==> config.mk <==
export PLATFORM = sky130hd
export DESIGN_NAME = controle_multiciclo_flat
export DESIGN_NICKNAME = d
export VERILOG_FILES = /design/src/rtl/controle_multiciclo_if.sv /design/src/rtl/controle_multiciclo.sv /design/src/flat_wrapper.sv
export SDC_FILE = /design/constraint.sdc
export NUM_CORES = 1
export LEC_CHECK = 0
export CORE_MARGIN = 2
export CORE_UTILIZATION = 38
export CTS_CLUSTER_SIZE = 24
export DETAILED_ROUTE_END_ITERATION = 8
export GPL_TIMING_DRIVEN = 0
export PLACE_DENSITY = 0.74
export SYNTH_ARGS = -nofsm -noshare
export SYNTH_HDL_FRONTEND = slang
export SYNTH_SLANG_ARGS = --single-unit
==> constraint.sdc <==
create_clock -name clock -period 3.2 [get_ports clock]
set_input_delay 0.48 -clock clock [delete_from_list [all_inputs] [get_ports clock]]
set_output_delay 0.48 -clock clock [all_outputs]
set_load 0.02 [all_outputs]
==> src/rtl/controle_multiciclo_if.sv <==
// controle_multiciclo_if: IR fields, ALU flags and datapath control lines between controller and datapath
interface controle_multiciclo_if;
  logic [5:0] opcode;
  logic [5:0] funct;
  logic       zero;
  logic       overflow;
  logic [1:0] src_pc;
  logic       ula_src_a;
  logic [1:0] ula_src_b;
  logic [2:0] ula_op;
  logic       reg_dst;
  logic [1:0] mem2reg;
  logic       esc_reg;
  logic       iord;
  logic       mem_wr;
  logic       ir_load;
  logic       mdr_load;
  logic       alu_out_wr;
  logic       pc_wr;
  logic       pc_wr_cond;
  logic       cond_ne;
  logic       epc_wr;
  logic [1:0] cause;
  logic [3:0] estado;
  modport master (
    input  opcode, funct, zero, overflow,
    output src_pc, ula_src_a, ula_src_b, ula_op, reg_dst, mem2reg, esc_reg, iord, mem_wr,
           ir_load, mdr_load, alu_out_wr, pc_wr, pc_wr_cond, cond_ne, epc_wr, cause, estado
  );
  modport slave (
    output opcode, funct, zero, overflow,
    input  src_pc, ula_src_a, ula_src_b, ula_op, reg_dst, mem2reg, esc_reg, iord, mem_wr,
           ir_load, mdr_load, alu_out_wr, pc_wr, pc_wr_cond, cond_ne, epc_wr, cause, estado
  );
endinterface

==> src/rtl/controle_multiciclo.sv <==
// controle_multiciclo: multicycle MIPS-subset control FSM with memory wait states and exceptions
module controle_multiciclo #(
  parameter int MEM_WAIT = 2
) (
  input logic clock,
  input logic reset,
  controle_multiciclo_if.master bus
);
  typedef enum logic [3:0] {
    RST, FETCH, DECODE, MEM_ADDR, MEM_READ, MEM_WB, MEM_WRITE, EXEC_R,
    R_WB, EXEC_I, I_WB, LUI_WB, BRANCH, JUMP, EXC
  } state_t;
  state_t     state_q, state_d;
  logic [2:0] cnt_q, cnt_d;
  logic [1:0] cause_q, cause_d;
  logic       last, mem, r_ok, r_arith, unused_zero;
  assign last        = cnt_q == 3'(MEM_WAIT);
  assign mem         = state_q inside {FETCH, MEM_READ, MEM_WRITE};
  assign r_ok        = bus.funct inside {6'h20, 6'h22, 6'h24};
  assign r_arith     = bus.funct != 6'h24;
  assign cnt_d       = (mem && !last) ? cnt_q + 3'd1 : 3'd0;
  assign unused_zero = bus.zero;
  assign bus.cause   = cause_q;
  assign bus.estado  = state_q;
  // state, wait counter and exception cause registers
  always_ff @(posedge clock or posedge reset) begin
    if (reset) begin
      state_q <= RST;
      cnt_q   <= 3'd0;
      cause_q <= 2'b00;
    end else begin
      state_q <= state_d;
      cnt_q   <= cnt_d;
      cause_q <= cause_d;
    end
  end
  // next state; cause is loaded on the transition into EXC
  always_comb begin
    state_d = state_q;
    cause_d = cause_q;
    case (state_q)
      RST:       state_d = FETCH;
      FETCH:     state_d = last ? DECODE : FETCH;
      DECODE: begin
        case (bus.opcode)
          6'h23, 6'h2B: state_d = MEM_ADDR;
          6'h00:        state_d = r_ok ? EXEC_R : EXC;
          6'h04, 6'h05: state_d = BRANCH;
          6'h02:        state_d = JUMP;
          6'h08:        state_d = EXEC_I;
          6'h0F:        state_d = LUI_WB;
          default:      state_d = EXC;
        endcase
        cause_d = (state_d == EXC) ? 2'b01 : cause_q;
      end
      MEM_ADDR:  state_d = (bus.opcode == 6'h2B) ? MEM_WRITE : MEM_READ;
      MEM_READ:  state_d = last ? MEM_WB : MEM_READ;
      MEM_WRITE: state_d = last ? FETCH : MEM_WRITE;
      EXEC_R: begin
        state_d = (bus.overflow && r_arith) ? EXC : R_WB;
        cause_d = (bus.overflow && r_arith) ? 2'b10 : cause_q;
      end
      EXEC_I: begin
        state_d = bus.overflow ? EXC : I_WB;
        cause_d = bus.overflow ? 2'b10 : cause_q;
      end
      MEM_WB, R_WB, I_WB, LUI_WB, BRANCH, JUMP, EXC: state_d = FETCH;
      default:   state_d = RST;
    endcase
  end
  // Moore control outputs decoded from state and wait counter
  always_comb begin
    bus.src_pc     = 2'b00;
    bus.ula_src_a  = 1'b0;
    bus.ula_src_b  = 2'b00;
    bus.ula_op     = 3'b000;
    bus.reg_dst    = 1'b0;
    bus.mem2reg    = 2'b00;
    bus.esc_reg    = 1'b0;
    bus.iord       = 1'b0;
    bus.mem_wr     = 1'b0;
    bus.ir_load    = 1'b0;
    bus.mdr_load   = 1'b0;
    bus.alu_out_wr = 1'b0;
    bus.pc_wr      = 1'b0;
    bus.pc_wr_cond = 1'b0;
    bus.cond_ne    = 1'b0;
    bus.epc_wr     = 1'b0;
    case (state_q)
      FETCH: begin
        bus.ir_load   = last;
        bus.pc_wr     = last;
        bus.ula_src_b = last ? 2'b01 : 2'b00;
        bus.ula_op    = last ? 3'b001 : 3'b000;
      end
      DECODE: begin
        bus.ula_src_b  = 2'b11;
        bus.ula_op     = 3'b001;
        bus.alu_out_wr = 1'b1;
      end
      MEM_ADDR, EXEC_I: begin
        bus.ula_src_a  = 1'b1;
        bus.ula_src_b  = 2'b10;
        bus.ula_op     = 3'b001;
        bus.alu_out_wr = 1'b1;
      end
      MEM_READ: begin
        bus.iord     = 1'b1;
        bus.mdr_load = last;
      end
      MEM_WB: begin
        bus.mem2reg = 2'b01;
        bus.esc_reg = 1'b1;
      end
      MEM_WRITE: begin
        bus.iord   = 1'b1;
        bus.mem_wr = 1'b1;
      end
      EXEC_R: begin
        bus.ula_src_a  = 1'b1;
        bus.ula_op     = (bus.funct == 6'h20) ? 3'b001 : (bus.funct == 6'h22) ? 3'b010 : 3'b011;
        bus.alu_out_wr = 1'b1;
      end
      R_WB: begin
        bus.reg_dst = 1'b1;
        bus.esc_reg = 1'b1;
      end
      I_WB:      bus.esc_reg = 1'b1;
      LUI_WB: begin
        bus.mem2reg = 2'b10;
        bus.esc_reg = 1'b1;
      end
      BRANCH: begin
        bus.ula_src_a  = 1'b1;
        bus.ula_op     = 3'b010;
        bus.pc_wr_cond = 1'b1;
        bus.src_pc     = 2'b01;
        bus.cond_ne    = bus.opcode == 6'h05;
      end
      JUMP: begin
        bus.src_pc = 2'b10;
        bus.pc_wr  = 1'b1;
      end
      EXC: begin
        bus.ula_src_b = 2'b01;
        bus.ula_op    = 3'b010;
        bus.epc_wr    = 1'b1;
        bus.src_pc    = 2'b11;
        bus.pc_wr     = 1'b1;
      end
      default: ;
    endcase
  end
endmodule

==> src/flat_wrapper.sv <==
// flat-port wrapper written by rule: the top's interface ports become plain ports
module controle_multiciclo_flat 
#(
  parameter int MEM_WAIT = 2
)
  (clock, reset, bus_opcode, bus_funct, bus_zero, bus_overflow, bus_src_pc, bus_ula_src_a, bus_ula_src_b, bus_ula_op, bus_reg_dst, bus_mem2reg, bus_esc_reg, bus_iord, bus_mem_wr, bus_ir_load, bus_mdr_load, bus_alu_out_wr, bus_pc_wr, bus_pc_wr_cond, bus_cond_ne, bus_epc_wr, bus_cause, bus_estado);
  controle_multiciclo_if bus_i ();
  input logic clock;
  input logic reset;
  input wire logic [$bits(bus_i.opcode)-1:0] bus_opcode;
  input wire logic [$bits(bus_i.funct)-1:0] bus_funct;
  input wire logic [$bits(bus_i.zero)-1:0] bus_zero;
  input wire logic [$bits(bus_i.overflow)-1:0] bus_overflow;
  output wire logic [$bits(bus_i.src_pc)-1:0] bus_src_pc;
  output wire logic [$bits(bus_i.ula_src_a)-1:0] bus_ula_src_a;
  output wire logic [$bits(bus_i.ula_src_b)-1:0] bus_ula_src_b;
  output wire logic [$bits(bus_i.ula_op)-1:0] bus_ula_op;
  output wire logic [$bits(bus_i.reg_dst)-1:0] bus_reg_dst;
  output wire logic [$bits(bus_i.mem2reg)-1:0] bus_mem2reg;
  output wire logic [$bits(bus_i.esc_reg)-1:0] bus_esc_reg;
  output wire logic [$bits(bus_i.iord)-1:0] bus_iord;
  output wire logic [$bits(bus_i.mem_wr)-1:0] bus_mem_wr;
  output wire logic [$bits(bus_i.ir_load)-1:0] bus_ir_load;
  output wire logic [$bits(bus_i.mdr_load)-1:0] bus_mdr_load;
  output wire logic [$bits(bus_i.alu_out_wr)-1:0] bus_alu_out_wr;
  output wire logic [$bits(bus_i.pc_wr)-1:0] bus_pc_wr;
  output wire logic [$bits(bus_i.pc_wr_cond)-1:0] bus_pc_wr_cond;
  output wire logic [$bits(bus_i.cond_ne)-1:0] bus_cond_ne;
  output wire logic [$bits(bus_i.epc_wr)-1:0] bus_epc_wr;
  output wire logic [$bits(bus_i.cause)-1:0] bus_cause;
  output wire logic [$bits(bus_i.estado)-1:0] bus_estado;
  assign bus_i.opcode = bus_opcode;
  assign bus_i.funct = bus_funct;
  assign bus_i.zero = bus_zero;
  assign bus_i.overflow = bus_overflow;
  assign bus_src_pc = bus_i.src_pc;
  assign bus_ula_src_a = bus_i.ula_src_a;
  assign bus_ula_src_b = bus_i.ula_src_b;
  assign bus_ula_op = bus_i.ula_op;
  assign bus_reg_dst = bus_i.reg_dst;
  assign bus_mem2reg = bus_i.mem2reg;
  assign bus_esc_reg = bus_i.esc_reg;
  assign bus_iord = bus_i.iord;
  assign bus_mem_wr = bus_i.mem_wr;
  assign bus_ir_load = bus_i.ir_load;
  assign bus_mdr_load = bus_i.mdr_load;
  assign bus_alu_out_wr = bus_i.alu_out_wr;
  assign bus_pc_wr = bus_i.pc_wr;
  assign bus_pc_wr_cond = bus_i.pc_wr_cond;
  assign bus_cond_ne = bus_i.cond_ne;
  assign bus_epc_wr = bus_i.epc_wr;
  assign bus_cause = bus_i.cause;
  assign bus_estado = bus_i.estado;
  controle_multiciclo #(.MEM_WAIT(MEM_WAIT)) u_core (.clock(clock), .reset(reset), .bus(bus_i));
endmodule
==> out/qor.txt <==
Min Hold Slack - 0.4544 ns
Design Power - 1.050 mW
clock slew at reported path FFs - 0.05 ns
hold_sp - u_core.cnt_q[0]
Seq/Total Area, Yosys - 0.2397
number of global-route vias before repair - 998
number of port buffers - 37
Hold Path Class - flop to flop
share of layout cells above drive strength 1 - 0.05952
Post-synth EDFFs - 0
row count - 18
Post CTS Setup Buffer Count - 0
Placed Cells - 194
clk sinks - 9
Critical Path Max Stage Delay - 0.56 ns
TritonRoute pass-1 iters - 4
Critical Path Source Type - primary input
Setup violations, final - 0
clk_lat worst skew - 0.25 ns
top_reg_cell synth - dfrtp_1
Max Cap Violations - 0
Fin. Hold Viols - 0
Mapped Area - 939.7 µm²
Die ar. - 2886 µm²
GRT overflow - 0
Final Cycle Share - 0.8947
fmax - 0.3493 GHz
fin cells - 198
Mapped Avg Cell Area - 7.399 µm²
CP endpoint kind - output port
Place WS - 0.3351 ns
clk_skew - 0.0003981 ns
crit-path max FO - 4
PwrDens - 764.4 nW/µm²
# DRC - 0
Final Critical Period - 2.863 ns
commonest non-fill, non-tap cells in the layout - 37 x clkdlybuf4s50_1, 15 x nor2_1, 9 x nand2_1, 9 x dfrtp_1, 8 x clkbuf_1
fillcell total - 229
Slew Limit Fails - 0
pin count of the biggest net entering global routing - 11
sum of negative setup slack - 0 ns
first-pass GRT wire length - 4215 µm
WP buf/inv - 2
Routed WL per cell - 13.01 µm
antenna violations before repair - 0
Hold EP - u_core.cnt_q[0]
Synth top area share - 0.2397
H-tree depth - 1
hold path cells - 1
Final ANT Viol Nets - 0
Syn-to-layout area delta - 46.21%
Syn. warnings - 0
largest area contributor in the netlist - dfrtp_1
status - finished clean
NumNets Final - 187
r2r setup slk - 1.31 ns
commonest non-fill, non-tap cell in the layout - clkdlybuf4s50_1
Max IR drop VDD - 0.6080 mV
final non-filler cell area - 1374 µm²
RR Endpoint - u_core.bus.cause[0]
Syn Inst Count - 127
Total GRT Usage - 0.1974
Iter 0 DRT Violations - 35
RSZ-0062 raised after global routing - false
Crit Path Class - primary input to output port
Layout Utilization - 0.5701
delay-heaviest family, CP - buffers and inverters
vias post-DR - 1091
asr flop ratio synth - 1.000
worst-case reg-to-reg path depth - 4
die width - 53.73 µm
FF+latch count, synth - 9
most frequent CP cell - clkdlybuf4s50_1
Leakage - 0.5325 nW
core box area - 2410 µm²
critical path arrival - 2.38 ns
Hold-fix buffers, CTS - 0
diodes inserted - 0
Max stage delay cell, worst path - or4b_4
r2r startpoint - u_core.bus.estado[0]
Die Y - 53.73 µm
post-CTS sizing - 0
Via density - 5.510
CP cell instances - clkdlybuf4s50_1, or4b_4, nor3_1, o22ai_1, and2_1, clkdlybuf4s50_1
aggregate routed wire length - 2575 µm
fin worst setup slack - 0.3369 ns
Routability Congestion - 0.8310
CTS tree - done
Placement Cell Area - 1348 µm²
CP required - 2.72 ns
# IOs - 43
CTS root buffer - clkbuf_4
Initial Util - 0.3899
Synth cell types - 46
TritonCTS Buffers - 3
hpwl dp - 2046 µm
largest cells by area after synthesis - dfrtp_1 24%, nor2_1 6.0%, nand2b_1 4.7%
Clock Tree Buf Depth - 2
Post-Syn Nets - 145
## how the worst max path moves through the flow
stage                         startpoint            end  slack (ns)  cells past startpoint
floorplan           u_core.bus.estado[3]    bus_cond_ne        0.88                      4
global placement            bus_funct[0]  bus_ula_op[1]        0.33                      6
detailed placement          bus_funct[0]  bus_ula_op[1]        0.34                      6
CTS                         bus_funct[0]  bus_ula_op[1]        0.33                      6
global route        u_core.bus.estado[3]    bus_cond_ne        0.22                      5
finish                      bus_funct[0]  bus_ula_op[1]        0.34                      6
## cell families after synthesis
| kind of cell | count (synthesis) | share of synthesized area |
|---|---|---|
| buffers and inverters | 16 | 0.06792 |
| adder cells (fa/ha/maj) | 2 | 0.02663 |
| XOR/XNOR | 2 | 0.01865 |
| flip-flops | 9 | 0.2397 |
| multiplexers | 4 | 0.04394 |
| other | 1 | 0.003991 |
| AND/OR/NAND/NOR | 57 | 0.3249 |
| AO/OA/AOI/OAI | 36 | 0.2743 |
## where the power goes
| group | internal [mW] | switching [mW] | leakage, nW | total (mW) |
|---|---|---|---|---|
| sequential | 0.157 | 0.0433 | 0.113 | 0.200 |
| clock | 0.0477 | 0.0345 | 0.0150 | 0.0822 |
| combinational | 0.334 | 0.434 | 0.404 | 0.768 |
## final cells by class
type,count,area [µm²],share of cell area
Tap cell,30,37.54,0.02732
Multi-Input combinational cell,102,650.6,0.4736
Buffer,9,37.54,0.02732
Inverter,7,26.28,0.01913
Clock buffer,4,26.28,0.01913
Timing Repair Buffer,37,370.4,0.2696
Sequential cell,9,225.2,0.1639
## per-layer routing
metal / vias to the layer above / wire (µm) / GRT usage
li1: 543 / - / -
met1: 507 / 1082 / 0.2504
met4: 0 / 17 / 0.08120
met3: 2 / 158 / 0.03333
met5: - / 0 / 0
met2: 39 / 1316 / 0.3293
## registers in the layout (all words and copies together) (netlist names)
signal	count
u_core.bus.estado	4
u_core.cnt_q	3
u_core.bus.cause	2
## cell usage after synthesis (all sizes together) (2+ instances only)
library cell   n
inv            7
nand3          2
a31oi          2
mux2i          3
nor2b          3
nor3           5
nand2b         7
a211o          2
o21bai         2
or2            3
o31a           2
and3           2
ha             2
nand2          9
o22ai          3
a21oi          6
o21ai          6
nand4          2
o21a           2
o311ai         2
xnor2          2
nor2          15
nor4           3
a311oi         2
buf            2
clkbuf         7
dfrtp          9
Power figures use the tool's default switching activity.
